### src/rtl/hsync_gen.sv
// hsync_gen: horizontal timing generator with line counter, blank, sync and end-of-line strobe.
// Define HSYNC_GEN_RUNTIME_CFG_EN to build shadow timing registers applied at line end.
`timescale 1ns/1ps
module hsync_gen #(
    parameter int CNT_W       = 9,
    parameter int H_TOTAL     = 455,
    parameter int HBLANK_END  = 80,
    parameter int HSYNC_START = 32,
    parameter int HSYNC_END   = 64
) (
    input  logic             mclk,
    input  logic             _reset,
    input  logic             ce,
    input  logic             cfg_wr,
    input  logic [1:0]       cfg_sel,
    input  logic [CNT_W-1:0] cfg_data,
    output logic [CNT_W-1:0] hcnt,
    output logic             hblank,
    output logic             _hblank,
    output logic             _hsync,
    output logic             hreset,
    output logic             cfg_pending,
    output logic             cfg_err
);
    localparam logic [CNT_W-1:0] T0  = CNT_W'(H_TOTAL);
    localparam logic [CNT_W-1:0] BE0 = CNT_W'(HBLANK_END);
    localparam logic [CNT_W-1:0] SS0 = CNT_W'(HSYNC_START);
    localparam logic [CNT_W-1:0] SE0 = CNT_W'(HSYNC_END);

    logic [CNT_W-1:0] t, be, ss, se;
    logic [CNT_W-1:0] t_n, be_n, ss_n, se_n;
    logic [CNT_W-1:0] nxt;
    logic             last;

    assign last    = hcnt == t - 1'b1;
    assign nxt     = last ? '0 : hcnt + 1'b1;
    assign _hblank = ~hblank;

`ifdef HSYNC_GEN_RUNTIME_CFG_EN
    logic [CNT_W-1:0] sh_t, sh_be, sh_se, sh_ss;
    logic             apply, valid, apply_ok;

    assign apply    = ce && last && cfg_pending;
    assign valid    = sh_t >= CNT_W'(2) && sh_ss < sh_se && sh_se <= sh_be && sh_be <= sh_t;
    assign apply_ok = apply && valid;
    // decode for the next count must already see timing applied at this wrap
    assign t_n  = apply_ok ? sh_t  : t;
    assign be_n = apply_ok ? sh_be : be;
    assign ss_n = apply_ok ? sh_ss : ss;
    assign se_n = apply_ok ? sh_se : se;

    always_ff @(posedge mclk or negedge _reset)
        if (!_reset) begin
            t           <= T0;
            be          <= BE0;
            ss          <= SS0;
            se          <= SE0;
            sh_t        <= T0;
            sh_be       <= BE0;
            sh_ss       <= SS0;
            sh_se       <= SE0;
            cfg_pending <= 1'b0;
            cfg_err     <= 1'b0;
        end else begin
            if (apply_ok) begin
                t  <= sh_t;
                be <= sh_be;
                ss <= sh_ss;
                se <= sh_se;
            end
            if (cfg_wr) begin
                sh_t  <= cfg_sel == 2'd0 ? cfg_data : sh_t;
                sh_be <= cfg_sel == 2'd1 ? cfg_data : sh_be;
                sh_ss <= cfg_sel == 2'd2 ? cfg_data : sh_ss;
                sh_se <= cfg_sel == 2'd3 ? cfg_data : sh_se;
            end
            cfg_pending <= cfg_wr || (cfg_pending && !apply);
            cfg_err     <= apply && !valid;
        end
`else
    logic unused;

    assign unused      = ^{cfg_wr, cfg_sel, cfg_data};
    assign t           = T0;
    assign be          = BE0;
    assign ss          = SS0;
    assign se          = SE0;
    assign t_n         = t;
    assign be_n        = be;
    assign ss_n        = ss;
    assign se_n        = se;
    assign cfg_pending = 1'b0;
    assign cfg_err     = 1'b0;
`endif

    always_ff @(posedge mclk or negedge _reset)
        if (!_reset) begin
            hcnt   <= '0;
            hblank <= 1'b1;
            _hsync <= 1'b1;
            hreset <= 1'b0;
        end else if (ce) begin
            hcnt   <= nxt;
            hblank <= nxt < be_n;
            _hsync <= !(nxt >= ss_n && nxt < se_n && nxt < be_n);
            hreset <= nxt == t_n - 1'b1;
        end
endmodule

### config.mk
export PLATFORM = sky130hd
export DESIGN_NAME = hsync_gen
export DESIGN_NICKNAME = d
export VERILOG_FILES = /design/src/rtl/hsync_gen.sv
export SDC_FILE = /design/constraint.sdc
export NUM_CORES = 1
export LEC_CHECK = 0
export CAP_MARGIN = 20
export CORE_MARGIN = 2
export CORE_UTILIZATION = 41
export CTS_CLUSTER_SIZE = 24
export DETAILED_ROUTE_END_ITERATION = 16
export PLACE_DENSITY = 0.86
export RECOVER_POWER = 25
export SLEW_MARGIN = 20
export SYNTH_ARGS = -nofsm -noshare
export SYNTH_HDL_FRONTEND = slang
export SYNTH_SLANG_ARGS = --single-unit
### constraint.sdc
create_clock -name mclk -period 2 [get_ports mclk]
set_input_delay 0.4 -clock mclk [delete_from_list [all_inputs] [get_ports mclk]]
set_output_delay 0.4 -clock mclk [all_outputs]
set_load 0.03 [all_outputs]
==> results.cfg, run 1 <==
[outcome]
outcome = completed

[grt]
grt_pass1_wl_mm = 3.71
first_global_vias = 836
grt_overflow_total = 0
antenna_found_initial = 0
grt_max_degree = 13
grt_use_total_pct = 18.5

[die]
fp.dieArea_sq_um = 2670
die_h_um = 51.7
rows = 17
design.core.area_sq_um = 2190
initial_utilization_pct = 42.6
die_w_um = 51.7
num_io_pins = 30

[synth]
synth_top_area_share_pct = 26.8
ys_top_cells_by_count = nand2_1 (15), nor2_1 (15), dfrtp_1 (10), buf_2 (6), inv_1 (5)
seq_area_frac_synth_pct = 32.4
async_flop_share_pct = 100
synth-seq-cells = 12
yosys_warnings = 0
synth_top_flop_cell = dfrtp_1
synth_edf_count = 0
yosysTopAreaCell = dfrtp_1
synth.area.top_cells = dfrtp_1 (27%), nand2_1 (6.0%), nor2_1 (6.0%)
avgSynthCellArea_sq_um = 8.19
synth.distinct_cells = 45
syn_inst = 114
netlist_area_sq_um = 933

[cells_and_area]
n_fill_cell = 199
fin_area_sq_um = 1150
drive_gt1_share_pct = 20.2
area_delta_synth_final_pct = 23.5
nets = 147
antenna_cells = 0

[sta]
timing.hold.ws_ns = 0.505
max_freq_mhz = 514
slew_viol_final = 0
setup_violations = 0
rsz0062_at_grt = false
finClkSkew_ns = 0.000419
max-slew-margin-rel_pct = 62.6
post-route-period-util_pct = 97.2
finalCriticalPeriod_ns = 1.94
hold_viol_final = 0
tns_ns = 0
worst_slew_pin_slew_ns = 0.559

[drt]
vias_per_cell = 5.73
drt_iter0_drc = 23
totalWireLength_mm = 2.29
vias = 899
wire_per_inst_um = 14.6
firstDrtPassIters = 4
post-route-drc-count = 0
ant_nets = 0

[worst_setup_path]
path_class = reg -> out
reg2reg_to = hreset$_DFFE_PN0P_
start_kind = flop
cp_max_fo = 8
crit_path_end_kind = output port
crit_required_ns = 1.60
cp-startpoint = hcnt[2]$_DFFE_PN0P_
arrival_ns = 1.54
r2r_start = hcnt[1]$_DFFE_PN0P_
path_cells = buf_4, clkdlybuf4s50_1
cpPeakStageDelay_ns = 0.67
r2r_setup_slack_ns = 0.11
crit_slowest_cell = clkdlybuf4s50_1
crit_path_end = hcnt[2]
r2r_cells = 6

[clocking]
clk_latency_ns = 0.28
clock_sinks = 12
cts_tree = done
clock_path_buffers = 2
htreeDepth = 1
postCtsSetupBuffers = 0
root_buffer = clkbuf_4
clk_pin_slew_worst_paths_ns = 0.09
cts_buffers = 3

[pwr]
leakagePower_nw = 0.465
pwr-share-comb_pct = 54.5
power_density_nw_per_um2 = 1250
p_sw_share_pct = 45.4
internal_power_w = 0.000783
p_sw_w = 0.000652
clockPowerShare_pct = 14.4
ir_worst_vdd_v = 0.000724
seq_power_share_pct = 31.1

[place]
io_buffers = 15
hpwl_mm = 1.63
gp_congestion = 0.859
placed_cell_area_sq_um = 1100

[job]
maxCapViolCount = 0

[min_path]
min-delay-path-class = reg -> reg
worstHoldStart = _hsync$_DFFE_PN1P_
[final cells by class]
| class | count | area [sq um] | share of cell area (%) |
|---|---|---|---|
| multi-input cells | 86 | 551 | 47.8 |
| clock buffers | 4 | 36.3 | 3.15 |
| well taps | 28 | 35.0 | 3.04 |
| repair buffers | 22 | 205 | 17.8 |
| inverters | 5 | 18.8 | 1.63 |
| flip-flops and latches | 12 | 307 | 26.6 |
[how the worst min path moves through the flow]
stage / to / slack [ns] / depth (start not counted)
floorplan: hcnt[0]$_DFFE_PN0P_ / 0.10 / 0
global placement: _hsync$_DFFE_PN1P_ / 0.48 / 2
detailed placement: _hsync$_DFFE_PN1P_ / 0.49 / 2
CTS: hcnt[7]$_DFFE_PN0P_ / 0.50 / 1
global route: hreset$_DFFE_PN0P_ / 0.56 / 2
finish: _hsync$_DFFE_PN1P_ / 0.50 / 2
[sequential cells by signal, summed over array words and instances, names as in the netlist]
name	count
hcnt	9
_hsync	1
hblank	1
hreset	1
[layout by cell type, fill, tap and decap left out, types with 2 or more instances in the layout]
cell	netlist	layout
xor2_1	2	2
dfstp_2	2	2
dfrtp_2	0	3
nand3b_1	2	2
nand2_1	15	15
a31oi_1	3	3
conb_1	1	2
nor2_1	15	15
clkbuf_4	0	3
a211oi_1	2	2
nor4_1	2	2
nand4_1	2	2
nand2b_1	3	3
clkdlybuf4s50_1	0	13
o21ai_0	4	4
dfrtp_1	10	7
inv_1	5	5
buf_4	2	7
a21oi_1	2	2
nand3_1	3	3
xnor2_1	3	3
[through the flow]
| stage | power, W | worst slack (ns) | cells | utilization [%] |
|---|---|---|---|---|
| after floorplan | 0.000975 | 0.00748 | 115 | - |
| final | 0.00144 | 0.0553 | 157 | 52.6 |
| after detailed placement | 0.00122 | 0.154 | 153 | 50.4 |
| after CTS | 0.00142 | 0.00164 | 157 | 52.1 |
| after global placement | 0.00119 | 0.186 | 153 | 50.4 |
| after global routing | 0.00152 | 0.0183 | 157 | 52.6 |
[worst max-delay path: cells and delay by family, from the launching register on]
family / cells / cell delay, ns
buf+inv: 2 / 0.85
flops: 1 / 0.42
[per-layer routing]
| layer | track usage, % | wire [um] | vias up |
|---|---|---|---|
| met3 | 2.01 | 98 | 7 |
| met1 | 22.4 | 1020 | 426 |
| met4 | 9.21 | 55 | 0 |
| li1 | - | - | 428 |
| met5 | 0 | 0 | - |
| met2 | 32.5 | 1110 | 38 |
[cells by family (layout without fill, tap and decap cells)]
kind of cell	count (synthesis)	in the layout	share of synthesized area, %
AOI/OAI and AO/OA	24	24	18.6
DFF	12	12	32.4
and+or+nand+nor	51	51	28.8
muxes	2	2	2.28
buffers and inverters	17	31	10.1
xor gates and xnor gates	5	5	4.69
adders and majority gates	2	2	2.68
other	1	2	0.402
[power groups by stage]
stage	sequential (W)	combinational [W]	clock, W
final	0.000447	0.000783	0.000206
after global routing	0.000458	0.000843	0.000216
after CTS	0.000442	0.000776	0.000204
after detailed placement	0.000443	0.000774	0
after global placement	0.000441	0.000744	0
after floorplan	0.000512	0.000463	0
[repair_timing]
item | CTS | global route
endpoints found under the setup margin | 0 | 2
gates resized for setup | 0 | 3
hold buffers | 0 | 0
hold endpoints to repair | 0 | 0
No activity file was read; power rests on OpenSTA's default activity.
==> run 2, diff against run 1 <==
Settings changed: SLEW_MARGIN 20 to default.
==> results of run 2 <==
The final DEF is identical to that of run 1; final timing and power are the same.
==> run 3, diff against run 2 <==
Settings changed: HOLD_SLACK_MARGIN from default to 0.06.
==> results of run 3 <==
The final DEF is identical to that of run 1; final timing and power are the same.
